[src/rtl/sram_arbiter_2port_pkg.sv]
// Shared types for the two-port SRAM arbiter.
// State, port ids and the byte-lane helper.
package sram_arb_pkg;

  typedef enum logic [2:0] {
    IDLE,
    RD_LO,
    RD_HI,
    WR_LO,
    WR_HI,
    ACK
  } sram_arb_state_e;

  typedef enum logic {
    PORT_IF = 1'b0,
    PORT_LS = 1'b1
  } port_id_e;

  localparam logic [3:0] FULL_MASK = 4'b1111;

  // Active-low {ub_n, lb_n} for one 16-bit phase.
  function automatic logic [1:0] lane_n(
    input logic [3:0] mask,
    input logic       hi
  );
    return hi ? ~mask[3:2] : ~mask[1:0];
  endfunction

endpackage

[src/rtl/sram_arbiter_2port_if.sv]
// Requester and SRAM pin bundle for the arbiter.
// slave = arbiter side, master = requesters + SRAM.
interface sram_arbiter_2port_if #(
  parameter int ADDR_W = 18
);
  logic              i_if_req;
  logic [ADDR_W-1:0] i_if_addr;
  logic [31:0]       o_if_rdata;
  logic              o_if_ack;

  logic              i_ls_req;
  logic              i_ls_we;
  logic [ADDR_W-1:0] i_ls_addr;
  logic [31:0]       i_ls_wdata;
  logic [3:0]        i_ls_bmask;
  logic [31:0]       o_ls_rdata;
  logic              o_ls_ack;

  logic              o_busy;

  logic [ADDR_W-1:0] o_sram_addr;
  logic [15:0]       i_sram_q;
  logic [15:0]       o_sram_d;
  logic              o_sram_d_oe;
  logic              o_sram_ce_n;
  logic              o_sram_we_n;
  logic              o_sram_oe_n;
  logic              o_sram_lb_n;
  logic              o_sram_ub_n;

  modport slave (
    input  i_if_req, i_if_addr,
    output o_if_rdata, o_if_ack,
    input  i_ls_req, i_ls_we, i_ls_addr,
    input  i_ls_wdata, i_ls_bmask,
    output o_ls_rdata, o_ls_ack,
    output o_busy,
    output o_sram_addr,
    input  i_sram_q,
    output o_sram_d, o_sram_d_oe,
    output o_sram_ce_n, o_sram_we_n,
    output o_sram_oe_n,
    output o_sram_lb_n, o_sram_ub_n
  );

  modport master (
    output i_if_req, i_if_addr,
    input  o_if_rdata, o_if_ack,
    output i_ls_req, i_ls_we, i_ls_addr,
    output i_ls_wdata, i_ls_bmask,
    input  o_ls_rdata, o_ls_ack,
    input  o_busy,
    input  o_sram_addr,
    output i_sram_q,
    input  o_sram_d, o_sram_d_oe,
    input  o_sram_ce_n, o_sram_we_n,
    input  o_sram_oe_n,
    input  o_sram_lb_n, o_sram_ub_n
  );
endinterface

[src/rtl/sram_arbiter_2port_rr_arbiter2.sv]
// Two-way round-robin arbiter.
// Bit 0 = IF, bit 1 = LS; owns last_grant.
module rr_arbiter2 #(
  parameter int RR_RESET_LAST = 0
) (
  input  logic       i_clk,
  input  logic       i_rst_n,
  input  logic [1:0] req_i,
  input  logic       grant_en_i,
  output logic [1:0] gnt_o
);

  logic last_q;
  logic last_d;

  // Pick the requester that did not win last time.
  always_comb begin
    gnt_o  = 2'b00;
    last_d = last_q;
    if (grant_en_i) begin
      if (req_i == 2'b11) begin
        gnt_o = last_q ? 2'b01 : 2'b10;
      end else begin
        gnt_o = req_i;
      end
      if (|gnt_o) begin
        last_d = gnt_o[1];
      end
    end
  end

  // Remember the last granted port.
  always_ff @(posedge i_clk or negedge i_rst_n) begin
    if (!i_rst_n) begin
      last_q <= 1'(RR_RESET_LAST);
    end else begin
      last_q <= last_d;
    end
  end

endmodule

[src/rtl/sram_arbiter_2port.sv]
// Shares one 16-bit SRAM between IF and LS.
// Each 32-bit word runs as two halfword phases.
module sram_arbiter_2port
  import sram_arb_pkg::*;
#(
  parameter int ADDR_W        = 18,
  parameter int RR_RESET_LAST = 0
) (
  input logic                i_clk,
  input logic                i_rst_n,
  sram_arbiter_2port_if.slave bus
);

  localparam logic [ADDR_W-1:0] ONE =
    ADDR_W'(1);

  sram_arb_state_e   state_q, state_d;
  port_id_e          port_q, port_d;
  logic              we_q, we_d;
  logic [ADDR_W-1:0] base_q, base_d;
  logic [31:0]       wdata_q, wdata_d;
  logic [3:0]        bmask_q, bmask_d;
  logic [15:0]       rd_lo_q;
  logic [31:0]       if_rdata_q;
  logic [31:0]       ls_rdata_q;
  logic [1:0]        gnt;

  rr_arbiter2 #(
    .RR_RESET_LAST(RR_RESET_LAST)
  ) u_rr (
    .i_clk     (i_clk),
    .i_rst_n   (i_rst_n),
    .req_i     ({bus.i_ls_req, bus.i_if_req}),
    .grant_en_i(state_q == IDLE),
    .gnt_o     (gnt)
  );

  // Sequencing and capture of the granted request.
  always_comb begin
    state_d = state_q;
    port_d  = port_q;
    we_d    = we_q;
    base_d  = base_q;
    wdata_d = wdata_q;
    bmask_d = bmask_q;
    unique case (state_q)
      IDLE: begin
        if (gnt[1]) begin
          port_d  = PORT_LS;
          we_d    = bus.i_ls_we;
          base_d  = bus.i_ls_addr & ~ONE;
          wdata_d = bus.i_ls_wdata;
          bmask_d = bus.i_ls_bmask;
          state_d = bus.i_ls_we ? WR_LO : RD_LO;
        end else if (gnt[0]) begin
          port_d  = PORT_IF;
          we_d    = 1'b0;
          base_d  = bus.i_if_addr & ~ONE;
          wdata_d = '0;
          bmask_d = FULL_MASK;
          state_d = RD_LO;
        end
      end
      RD_LO:   state_d = RD_HI;
      RD_HI:   state_d = ACK;
      WR_LO:   state_d = WR_HI;
      WR_HI:   state_d = ACK;
      ACK:     state_d = IDLE;
      default: state_d = IDLE;
    endcase
  end

  // State and capture registers.
  always_ff @(posedge i_clk or negedge i_rst_n) begin
    if (!i_rst_n) begin
      state_q <= IDLE;
      port_q  <= PORT_IF;
      we_q    <= 1'b0;
      base_q  <= '0;
      wdata_q <= '0;
      bmask_q <= '0;
    end else begin
      state_q <= state_d;
      port_q  <= port_d;
      we_q    <= we_d;
      base_q  <= base_d;
      wdata_q <= wdata_d;
      bmask_q <= bmask_d;
    end
  end

  // Read data: stage low half, publish whole word.
  always_ff @(posedge i_clk or negedge i_rst_n) begin
    if (!i_rst_n) begin
      rd_lo_q    <= '0;
      if_rdata_q <= '0;
      ls_rdata_q <= '0;
    end else begin
      if (state_q == RD_LO) begin
        rd_lo_q <= bus.i_sram_q;
      end
      if (state_q == RD_HI) begin
        if (port_q == PORT_IF) begin
          if_rdata_q <= {bus.i_sram_q, rd_lo_q};
        end else begin
          ls_rdata_q <= {bus.i_sram_q, rd_lo_q};
        end
      end
    end
  end

  // SRAM pins decoded from registered state only.
  always_comb begin
    bus.o_sram_addr = '0;
    bus.o_sram_d    = '0;
    bus.o_sram_d_oe = 1'b0;
    bus.o_sram_ce_n = 1'b1;
    bus.o_sram_we_n = 1'b1;
    bus.o_sram_oe_n = 1'b1;
    bus.o_sram_lb_n = 1'b1;
    bus.o_sram_ub_n = 1'b1;
    unique case (state_q)
      RD_LO, RD_HI: begin
        bus.o_sram_addr = (state_q == RD_HI) ?
                          (base_q | ONE) : base_q;
        bus.o_sram_ce_n = 1'b0;
        bus.o_sram_oe_n = 1'b0;
        bus.o_sram_lb_n = 1'b0;
        bus.o_sram_ub_n = 1'b0;
      end
      WR_LO: begin
        bus.o_sram_addr = base_q;
        bus.o_sram_ce_n = 1'b0;
        bus.o_sram_we_n = 1'b0;
        bus.o_sram_d_oe = 1'b1;
        bus.o_sram_d    = wdata_q[15:0];
        {bus.o_sram_ub_n, bus.o_sram_lb_n} =
          lane_n(bmask_q, 1'b0);
      end
      WR_HI: begin
        bus.o_sram_addr = base_q | ONE;
        bus.o_sram_ce_n = 1'b0;
        bus.o_sram_we_n = 1'b0;
        bus.o_sram_d_oe = 1'b1;
        bus.o_sram_d    = wdata_q[31:16];
        {bus.o_sram_ub_n, bus.o_sram_lb_n} =
          lane_n(bmask_q, 1'b1);
      end
      default: begin
        bus.o_sram_addr = '0;
      end
    endcase
  end

  // Requester-side outputs.
  always_comb begin
    bus.o_if_ack   = (state_q == ACK) &&
                     (port_q == PORT_IF);
    bus.o_ls_ack   = (state_q == ACK) &&
                     (port_q == PORT_LS);
    bus.o_if_rdata = if_rdata_q;
    bus.o_ls_rdata = ls_rdata_q;
    bus.o_busy     = (state_q != IDLE);
  end

endmodule

[src/flat_wrapper.sv]
// flat-port wrapper written by rule: the top's interface ports become plain ports
module sram_arbiter_2port_flat import sram_arb_pkg::*;
#(
  parameter int ADDR_W        = 18,
  parameter int RR_RESET_LAST = 0
)
  (i_clk, i_rst_n, bus_i_if_req, bus_i_if_addr, bus_o_if_rdata, bus_o_if_ack, bus_i_ls_req, bus_i_ls_we, bus_i_ls_addr, bus_i_ls_wdata, bus_i_ls_bmask, bus_o_ls_rdata, bus_o_ls_ack, bus_o_busy, bus_o_sram_addr, bus_i_sram_q, bus_o_sram_d, bus_o_sram_d_oe, bus_o_sram_ce_n, bus_o_sram_we_n, bus_o_sram_oe_n, bus_o_sram_lb_n, bus_o_sram_ub_n);
  sram_arbiter_2port_if #(.ADDR_W(ADDR_W)) bus_i ();
  input logic i_clk;
  input logic i_rst_n;
  input wire logic [$bits(bus_i.i_if_req)-1:0] bus_i_if_req;
  input wire logic [$bits(bus_i.i_if_addr)-1:0] bus_i_if_addr;
  output wire logic [$bits(bus_i.o_if_rdata)-1:0] bus_o_if_rdata;
  output wire logic [$bits(bus_i.o_if_ack)-1:0] bus_o_if_ack;
  input wire logic [$bits(bus_i.i_ls_req)-1:0] bus_i_ls_req;
  input wire logic [$bits(bus_i.i_ls_we)-1:0] bus_i_ls_we;
  input wire logic [$bits(bus_i.i_ls_addr)-1:0] bus_i_ls_addr;
  input wire logic [$bits(bus_i.i_ls_wdata)-1:0] bus_i_ls_wdata;
  input wire logic [$bits(bus_i.i_ls_bmask)-1:0] bus_i_ls_bmask;
  output wire logic [$bits(bus_i.o_ls_rdata)-1:0] bus_o_ls_rdata;
  output wire logic [$bits(bus_i.o_ls_ack)-1:0] bus_o_ls_ack;
  output wire logic [$bits(bus_i.o_busy)-1:0] bus_o_busy;
  output wire logic [$bits(bus_i.o_sram_addr)-1:0] bus_o_sram_addr;
  input wire logic [$bits(bus_i.i_sram_q)-1:0] bus_i_sram_q;
  output wire logic [$bits(bus_i.o_sram_d)-1:0] bus_o_sram_d;
  output wire logic [$bits(bus_i.o_sram_d_oe)-1:0] bus_o_sram_d_oe;
  output wire logic [$bits(bus_i.o_sram_ce_n)-1:0] bus_o_sram_ce_n;
  output wire logic [$bits(bus_i.o_sram_we_n)-1:0] bus_o_sram_we_n;
  output wire logic [$bits(bus_i.o_sram_oe_n)-1:0] bus_o_sram_oe_n;
  output wire logic [$bits(bus_i.o_sram_lb_n)-1:0] bus_o_sram_lb_n;
  output wire logic [$bits(bus_i.o_sram_ub_n)-1:0] bus_o_sram_ub_n;
  assign bus_i.i_if_req = bus_i_if_req;
  assign bus_i.i_if_addr = bus_i_if_addr;
  assign bus_o_if_rdata = bus_i.o_if_rdata;
  assign bus_o_if_ack = bus_i.o_if_ack;
  assign bus_i.i_ls_req = bus_i_ls_req;
  assign bus_i.i_ls_we = bus_i_ls_we;
  assign bus_i.i_ls_addr = bus_i_ls_addr;
  assign bus_i.i_ls_wdata = bus_i_ls_wdata;
  assign bus_i.i_ls_bmask = bus_i_ls_bmask;
  assign bus_o_ls_rdata = bus_i.o_ls_rdata;
  assign bus_o_ls_ack = bus_i.o_ls_ack;
  assign bus_o_busy = bus_i.o_busy;
  assign bus_o_sram_addr = bus_i.o_sram_addr;
  assign bus_i.i_sram_q = bus_i_sram_q;
  assign bus_o_sram_d = bus_i.o_sram_d;
  assign bus_o_sram_d_oe = bus_i.o_sram_d_oe;
  assign bus_o_sram_ce_n = bus_i.o_sram_ce_n;
  assign bus_o_sram_we_n = bus_i.o_sram_we_n;
  assign bus_o_sram_oe_n = bus_i.o_sram_oe_n;
  assign bus_o_sram_lb_n = bus_i.o_sram_lb_n;
  assign bus_o_sram_ub_n = bus_i.o_sram_ub_n;
  sram_arbiter_2port #(.ADDR_W(ADDR_W), .RR_RESET_LAST(RR_RESET_LAST)) u_core (.i_clk(i_clk), .i_rst_n(i_rst_n), .bus(bus_i));
endmodule
[config.mk]
export PLATFORM = sky130hd
export DESIGN_NAME = sram_arbiter_2port_flat
export DESIGN_NICKNAME = d
export VERILOG_FILES = /design/src/rtl/sram_arbiter_2port_pkg.sv /design/src/rtl/sram_arbiter_2port_if.sv /design/src/rtl/sram_arbiter_2port_rr_arbiter2.sv /design/src/rtl/sram_arbiter_2port.sv /design/src/flat_wrapper.sv
export SDC_FILE = /design/constraint.sdc
export NUM_CORES = 1
export LEC_CHECK = 0
export BUFFER_PORTS_ARGS = -buffer_cell sky130_fd_sc_hd__buf_4
export CAP_MARGIN = 20
export CORE_MARGIN = 2
export CORE_UTILIZATION = 50
export DETAILED_ROUTE_END_ITERATION = 8
export PLACE_DENSITY = 0.91
export RECOVER_POWER = 50
export SLEW_MARGIN = 20
export SYNTH_ARGS = -nofsm -noshare
export SYNTH_HDL_FRONTEND = slang
export SYNTH_HIERARCHICAL = 1
export SYNTH_SLANG_ARGS = --single-unit
[constraint.sdc]
create_clock -name i_clk -period 2.9 [get_ports i_clk]
set_input_delay 0.145 -clock i_clk [delete_from_list [all_inputs] [get_ports i_clk]]
set_output_delay 0.145 -clock i_clk [all_outputs]
set_load 0.01 [all_outputs]
* Word-level counts from Yosys, hierarchy flattened *
Index checks and enable logic that the tools add are counted.

word-level totals
  bits in registers = 139
  input port bits = 93
  output and inout bits = 107
  logic and storage cells = 58

cells by class
  eq/ne operators = 7
  muxes and demuxes = 25
  bitwise operators = 3
  reductions and logical operators = 14

operator list
  kind                number
  $mux 32             2
  $pmux 18 s3         1
  $mux 18             2
  $pmux 16 s2         1
  $pmux 3 s4          1
  $mux 2              5
  $mux 4              2
  $reduce_and 2->1    4
  $reduce_or 2->1     4
  $mux 1              7
  $eq 3x2->1 const B  2
  $eq 3x3->1 const B  2
  $mux 3              2
  $pmux 1 s3          2
  $not 2->2           2
  $reduce_or 4->1     1
  $eq 3x1->1 const B  1
  $logic_not 3->1     1
  $ne 3x1->1 const B  1
  $reduce_bool 3->1   1
  $eq 2x2->1 const B  1
  $logic_and 1x1->1   2
  $reduce_bool 2->1   1
  $not 1->1           1

* Longest topological paths before layout *
  word-level depth = 7
  depth in mapped cells = 8

* Modules after synthesis *
Netlist, hierarchy kept.

modules (own cells, without submodules)
  module              times used  cells each  area each (µm²)  sequential area each (µm²)
  sram_arbiter_2port  1           386         5696.7           3428.3
  rr_arbiter2         1           8           61.3             25.0

* Worst setup path before layout *
Ideal clock, no wire load.

  path type = reg2reg
  start point = register u_core.state_q[2]
  end point = register u_core.base_q[1]
  data arrival time = 2.066 ns
  required time = 2.775 ns
  path slack = 0.710 ns
  cell stages (with the launch flop) = 8
  path buffers = 2
  cells stage by stage = dfrtp_1 -> buf_6 -> nor3_2 -> nand2_1 -> a21oi_1 -> clkbuf_1 -> mux2_2 -> mux2_2

on the way
  longest elaborated chain between the ends = 4
  elaborated cells on any way between the ends = 5
  classes of those cells = mux: 2; reduce/logical: 3

ends and longest elaborated chain
  what                                RTL line                              source
  start: declaration                  sram_arbiter_2port.sv:17              sram_arb_state_e state_q, state_d;
  start signal: assignment            sram_arbiter_2port.sv:83              state_q <= state_d;
  $logic_not 3->1 (*)                 sram_arbiter_2port.sv:34              .grant_en_i(state_q == IDLE),
  $mux 2 (*)                          sram_arbiter_2port_rr_arbiter2.sv:20  if (grant_en_i) begin
  via u_core.gnt[1]                   sram_arbiter_2port.sv:26              logic [1:0] gnt;
  $reduce_bool 2->1 (no source line)  --
  $reduce_and 2->1 (no source line)   --
  end signal: assignment              sram_arbiter_2port.sv:86              base_q <= base_d;
  end: declaration                    sram_arbiter_2port.sv:20              logic [ADDR_W-1:0] base_q, base_d;

Mark *: on every way through the listed nets, which the timed path passes. The rest lies on a longest branch.
A chain may end at the register's enable or synchronous reset.

* Final worst setup path *
  start point = register u_core.state_q[2]
  end point = output port bus_o_sram_d[1]

on the way
  longest elaborated chain between the ends = 2
  elaborated cells on any way between the ends = 3
  classes of those cells = eq/ne: 2; mux: 1

ends and longest elaborated chain
  what                                      RTL line                   source
  $eq 3x3->1 or $eq 3x2->1 (tied branches)  sram_arbiter_2port.sv:122  unique case (state_q)
  $pmux 16 s2 (*)                           sram_arbiter_2port.sv:122
  end: declaration                          flat_wrapper.sv:25         output wire logic [$bits(bus_i.o_sram_d)-1:0] bus_o_sram_d;

Every way passes the cells marked *; elsewhere a longest branch is shown, timed or not.

==> report_table.html <==
<table>
<tr><th>Metric</th><th>Value</th></tr>
<tr><th colspan="2">Power</th></tr>
<tr><td>Power density over the cells</td><td>1140 nW/um^2</td></tr>
<tr><td>Switching share of power</td><td>between 30% and 40%</td></tr>
<tr><td>Sequential share of power</td><td>a little under two fifths</td></tr>
<tr><td>Logic pwr share</td><td>38.4%</td></tr>
<tr><td>Internal Power</td><td>6250 uW</td></tr>
<tr><td>Switching power</td><td>3150 uW</td></tr>
<tr><td>Max IR drop VDD</td><td>0.742 mV</td></tr>
<tr><td>Leakage Power</td><td>~0.0038 uW</td></tr>
<tr><td>Clock network fraction of design power</td><td>approximately a quarter</td></tr>
<tr><th colspan="2">Logic synthesis</th></tr>
<tr><td>Avg Synthesized Cell Area</td><td>14.6 um^2</td></tr>
<tr><td>Combinational family with the most area after synthesis</td><td>multiplexers</td></tr>
<tr><td>Post-synth net total</td><td>487</td></tr>
<tr><td>Instance count of the mapped netlist</td><td>394</td></tr>
<tr><td>Library cell occupying the most area in the post-synthesis netlist</td><td>sky130_fd_sc_hd__dfrtp_1</td></tr>
<tr><td>Netlist area before placement</td><td>5760 um^2</td></tr>
<tr><td>Number of distinct library cell variants in the gate-level netlist after synthesis</td><td>33</td></tr>
<tr><td>Top-area cell type share of the netlist area</td><td>60.0%</td></tr>
<tr><td>Portion of netlist area occupied by mux cells</td><td>22.3%</td></tr>
<tr><td>Leading cell types by total area after synthesis</td><td>sky130_fd_sc_hd__dfrtp_1, sky130_fd_sc_hd__mux2_2, sky130_fd_sc_hd__a22o_1</td></tr>
<tr><td>Syn. warnings</td><td>6</td></tr>
<tr><td>Simple logic cell fraction of the synthesized area</td><td>4.67%</td></tr>
<tr><td>Xor and xnor area share after synthesis</td><td>0.152%</td></tr>
<tr><td>Adder-cell share of the synthesized area</td><td>0%</td></tr>
<tr><td>Share of synthesized area occupied by flip-flops and latches</td><td>60.0%</td></tr>
<tr><td>Synthesized flop and latch total</td><td>138</td></tr>
<tr><td>Post-synthesis compound-gate area fraction</td><td>a little under 10%</td></tr>
<tr><th colspan="2">Floorplan</th></tr>
<tr><td>Core Rows</td><td>39</td></tr>
<tr><td>Core ar.</td><td>11300 um^2</td></tr>
<tr><td>Initial cell density of the core</td><td>50.9%</td></tr>
<tr><td>DIE HEIGHT</td><td>around 110 um</td></tr>
<tr><td>Number of ports placed on the die boundary</td><td>200</td></tr>
<tr><td>Floorplan die area</td><td>12400 um^2</td></tr>
<tr><td>Horiz. Die Dim</td><td>about 110 um</td></tr>
<tr><th colspan="2">Cells and area</th></tr>
<tr><td>Nets@finish</td><td>738</td></tr>
<tr><td>Area growth syn-to-layout</td><td>43.3%</td></tr>
<tr><td>Share of the core filled with cells</td><td>~73%</td></tr>
<tr><td>Share of layout cells above drive strength 1</td><td>43.8%</td></tr>
<tr><td>Storage element area</td><td>3450 um^2</td></tr>
<tr><td>Final instance count without filler cells</td><td>799</td></tr>
<tr><td>Combined area of the multi-input logic cells</td><td>2140 um^2</td></tr>
<tr><td>Diode count</td><td>0</td></tr>
<tr><td>Count of filler cells inserted in the layout</td><td>758</td></tr>
<tr><th colspan="2">Timing</th></tr>
<tr><td>Final count of negative-setup-slack endpoints</td><td>0</td></tr>
<tr><td>Highest achievable clock rate</td><td>0.383 GHz</td></tr>
<tr><td>Hold slack final</td><td>0.0521 ns</td></tr>
<tr><td>Final Hold Viols</td><td>0</td></tr>
<tr><td>Pin slew with the least headroom to its limit</td><td>1.70 ns</td></tr>
<tr><td>Post-Route Skew</td><td>0.0130 ns</td></tr>
<tr><td>Max-slew violation count</td><td>67</td></tr>
<tr><td>Post-route setup TNS</td><td>0 ns</td></tr>
<tr><td>Shortest period the worst path allows</td><td>between 2 and 3 ns</td></tr>
<tr><td>Slew Limit Headroom</td><td>-13.1%</td></tr>
<tr><td>Post-route fraction of the period consumed by the critical path</td><td>90.0%</td></tr>
<tr><td>RSZ-0062 raised after global routing</td><td>no</td></tr>
<tr><th colspan="2">Place</th></tr>
<tr><td>Estimated wirelength of the detail-placed design</td><td>9250 um</td></tr>
<tr><td>Number of cells after detailed placement</td><td>716</td></tr>
<tr><td>Count of port buffers added during placement</td><td>197</td></tr>
<tr><td>Placer congestion estimate</td><td>between 0.7 and 0.8</td></tr>
<tr><th colspan="2">Global routing</th></tr>
<tr><td>Gr usage total</td><td>24.3%</td></tr>
<tr><td>Number of antenna violations at the first check in global routing</td><td>0</td></tr>
<tr><td>Number of global-route vias before repair</td><td>between 4000 and 5000</td></tr>
<tr><td>Wire length of the first global-routing pass</td><td>23700 um</td></tr>
<tr><td>Residual overflow from global routing</td><td>0</td></tr>
<tr><td>Maximum number of pins on one net before global-route repair</td><td>73</td></tr>
<tr><th colspan="2">Route</th></tr>
<tr><td>Ratio of routed vias to standard cells</td><td>5.41</td></tr>
<tr><td>Total detailed-routing wirelength</td><td>14800 um</td></tr>
<tr><td>Remaining number of nets flagged by the antenna check after routing</td><td>0</td></tr>
<tr><td>Count of unresolved DRC violations after routing</td><td>0</td></tr>
<tr><td>Routed length per instance</td><td>18.5 um</td></tr>
<tr><td>Vias</td><td>about 4300</td></tr>
<tr><td>Iteration-0 DRC Markers</td><td>170</td></tr>
<tr><td>Pre-Repair DR Iteration Count</td><td>4</td></tr>
<tr><th colspan="2">Critical path</th></tr>
<tr><td>Number of cells on the worst reg-to-reg path</td><td>7</td></tr>
<tr><td>Critical path capture point type</td><td>output pin</td></tr>
<tr><td>Worst endpoint data arrival time</td><td>roughly 2.5 ns</td></tr>
<tr><td>WP buf/inv</td><td>1</td></tr>
<tr><td>Capture instance of the worst register-to-register path</td><td>u_core/base_q[12]$_DFFE_PN0P_</td></tr>
<tr><td>Cell count along the critical path</td><td>4</td></tr>
<tr><td>Slowest stage cell on the critical path</td><td>sky130_fd_sc_hd__nor2_2</td></tr>
<tr><td>Launch point of the critical path</td><td>u_core/state_q[2]$_DFFE_PN0P_</td></tr>
<tr><td>Top Family by Delay on Critical Path</td><td>simple AND/OR/NAND/NOR gates</td></tr>
<tr><td>R2R setup slack</td><td>0.56 ns</td></tr>
<tr><td>Maximum net fanout on the critical path</td><td>17</td></tr>
<tr><td>Launching point of the worst reg2reg path</td><td>u_core/state_q[0]$_DFFE_PN0P_</td></tr>
<tr><td>Required time worst endpoint</td><td>2.76 ns</td></tr>
<tr><td>Crit start category</td><td>flip-flop</td></tr>
<tr><td>Critical path cell sequence</td><td>nand2b_1, nor2_2, a22o_1, buf_4</td></tr>
<tr><td>Critical path start-end classification</td><td>reg2out</td></tr>
<tr><td>Worst setup endpoint</td><td>bus_o_sram_d[1]</td></tr>
<tr><td>Worst path max stage delay</td><td>between 0.6 and 0.7 ns</td></tr>
<tr><th colspan="2">Min path</th></tr>
<tr><td>Hold Path Class</td><td>in2reg</td></tr>
<tr><th colspan="2">Status</th></tr>
<tr><td>Violated checks</td><td>max-capacitance violations, max-slew violations</td></tr>
<tr><td>Status</td><td>finished, violations left</td></tr>
<tr><th colspan="2">Clocking</th></tr>
<tr><td>Clock Root Buffer</td><td>sky130_fd_sc_hd__clkbuf_16</td></tr>
<tr><td>Inserted Clock Buffers</td><td>17</td></tr>
<tr><td>Depth of the CTS H-tree</td><td>4</td></tr>
<tr><td>CTS Buffer Depth</td><td>2</td></tr>
<tr><td>Clock latency on the worst-skew pair</td><td>0.41 ns</td></tr>
<tr><td>Clock Sinks</td><td>138</td></tr>
<tr><td>Clock-pin slew of the registers on the worst-case setup and hold paths</td><td>approximately 0.06 ns</td></tr>
<tr><td>Setup fix buffers added after clock tree synthesis</td><td>0</td></tr>
<tr><td>Clock tree from TritonCTS</td><td>built</td></tr>
<tr><th colspan="2">Flow run</th></tr>
<tr><td>MaxCap Viol Count</td><td>1</td></tr>
</table>
## timing repair
item	in CTS	in global routing
gates resized for setup	0	0
hold buffers	53	0
endpoints found under the hold margin	149	0
## through the flow
stage,power (uW),setup WS [ns],instance area (um^2)
3_5_place_dp,7430,0.626,7350
2_1_floorplan,5610,0.710,5760
5_1_grt,9910,0.196,8250
3_3_place_gp,7200,0.654,7340
6_report,9400,0.291,8250
4_1_cts,9750,0.336,8500
## final cells by class
cell class / instances / area share (%)
Timing Repair Buffer: 259 / 22.4
Tap cell: 143 / 2.17
Clock inverter: 11 / 2.08
Multi-Input combinational cell: 225 / 26.0
Sequential cell: 138 / 41.9
Clock buffer: 19 / 5.37
Inverter: 4 / 0.182
## sequential cells by signal, summed over array words and instances (netlist names)
register and count:
u_core/bus.o_if_rdata 32, u_core/bus.o_ls_rdata 32, u_core/wdata_q 32, u_core/base_q 17, u_core/rd_lo_q 16, u_core/bmask_q 4
u_core/state_q 3, u_core/port_q 1, u_core/u_rr/last_q 1
## logic make-up after synthesis
group,after synthesis
AOI/OAI and AO/OA,68
xor gates and xnor gates,1
buffers and inverters,31
DFF,138
muxes,114
and+or+nand+nor,42
## tightest hold or removal path, stage by stage
cell,delay (ns)
sky130_fd_sc_hd__buf_4,0.08
sky130_fd_sc_hd__a21oi_1,0.06
sky130_fd_sc_hd__nor3_1,0.12
## synthesized netlist by cell type
master and instances:
sky130_fd_sc_hd__nor2b_1 2, sky130_fd_sc_hd__o21ai_0 2, sky130_fd_sc_hd__o22a_1 4, sky130_fd_sc_hd__mux2_2 108, sky130_fd_sc_hd__a211oi_1 1, sky130_fd_sc_hd__nor2_2 1
sky130_fd_sc_hd__nor4_1 1, sky130_fd_sc_hd__a21oi_1 6, sky130_fd_sc_hd__buf_1 1, sky130_fd_sc_hd__clkbuf_1 6, sky130_fd_sc_hd__a22o_1 48, sky130_fd_sc_hd__a2bb2oi_1 2
sky130_fd_sc_hd__nor3_2 2, sky130_fd_sc_hd__inv_1 4, sky130_fd_sc_hd__a21bo_1 1, sky130_fd_sc_hd__dfrtp_1 138, sky130_fd_sc_hd__xnor2_1 1, sky130_fd_sc_hd__buf_2 10
sky130_fd_sc_hd__mux2_1 6, sky130_fd_sc_hd__nor3b_4 1, sky130_fd_sc_hd__buf_4 5, sky130_fd_sc_hd__nor2_1 3, sky130_fd_sc_hd__nor3_4 1, sky130_fd_sc_hd__o21bai_1 1
sky130_fd_sc_hd__nand2_1 6, sky130_fd_sc_hd__a21o_1 1, sky130_fd_sc_hd__nor3_1 1, sky130_fd_sc_hd__o21a_1 1, sky130_fd_sc_hd__buf_6 5, sky130_fd_sc_hd__and3_1 1
sky130_fd_sc_hd__nand2b_1 4, sky130_fd_sc_hd__and2_1 19, sky130_fd_sc_hd__o21ai_1 1
## worst min-delay path by stage
| stage | start | end | depth (start not counted) |
|---|---|---|---|
| 2_1_floorplan | i_rst_n | u_core/base_q[10]$_DFFE_PN0P_ | 0 |
| 3_3_place_gp | i_rst_n | u_core/bus.o_ls_rdata[19]$_DFFE_PN0P_ | 1 |
| 3_5_place_dp | i_rst_n | u_core/bus.o_ls_rdata[19]$_DFFE_PN0P_ | 1 |
| 4_1_cts | bus_i_ls_we | u_core/state_q[1]$_DFFE_PN0P_ | 3 |
| 5_1_grt | bus_i_ls_we | u_core/state_q[1]$_DFFE_PN0P_ | 3 |
| 6_report | bus_i_ls_we | u_core/state_q[1]$_DFFE_PN0P_ | 3 |
## metal layers
metal | share of wire [%] | wire, um | GRT usage (%) | up-vias
met5 | 0 | 0 | 0 | -
li1 | - | - | - | 1930
met4 | 2.7 | 402 | 9.22 | 0
met3 | 8.4 | 1240 | 8.75 | 44
met2 | 50 | 7310 | 40.8 | 203
met1 | 39 | 5810 | 29.0 | 2145
## power by group through the flow
stage | logic [uW] | clock network (uW) | registers [uW]
final | 3610 | 2240 | 3550
after floorplan | 2070 | 0 | 3540
after CTS | 3950 | 2270 | 3530
after detailed placement | 3880 | 0 | 3550
after global routing | 3870 | 2370 | 3670
after global placement | 3730 | 0 | 3470
## cell usage in the layout (no fill, tap or decap), types with 2 or more instances in the layout
cell and count:
sky130_fd_sc_hd__buf_4 140, sky130_fd_sc_hd__dfrtp_1 138, sky130_fd_sc_hd__mux2_2 108, sky130_fd_sc_hd__clkbuf_1 65, sky130_fd_sc_hd__dlygate4sd3_1 53, sky130_fd_sc_hd__a22o_1 48
sky130_fd_sc_hd__and2_1 19, sky130_fd_sc_hd__clkbuf_16 17, sky130_fd_sc_hd__nand2_1 6, sky130_fd_sc_hd__mux2_1 6, sky130_fd_sc_hd__a21oi_1 5, sky130_fd_sc_hd__bufinv_16 4
sky130_fd_sc_hd__inv_1 4, sky130_fd_sc_hd__nand2b_1 4, sky130_fd_sc_hd__o22a_1 4, sky130_fd_sc_hd__nor2_1 3, sky130_fd_sc_hd__clkinv_2 2, sky130_fd_sc_hd__clkinvlp_4 2
sky130_fd_sc_hd__clkinv_4 2, sky130_fd_sc_hd__o21ai_0 2, sky130_fd_sc_hd__nor2b_1 2, sky130_fd_sc_hd__a2bb2oi_1 2, sky130_fd_sc_hd__nor3_4 2
Power figures use the tool's default switching activity.
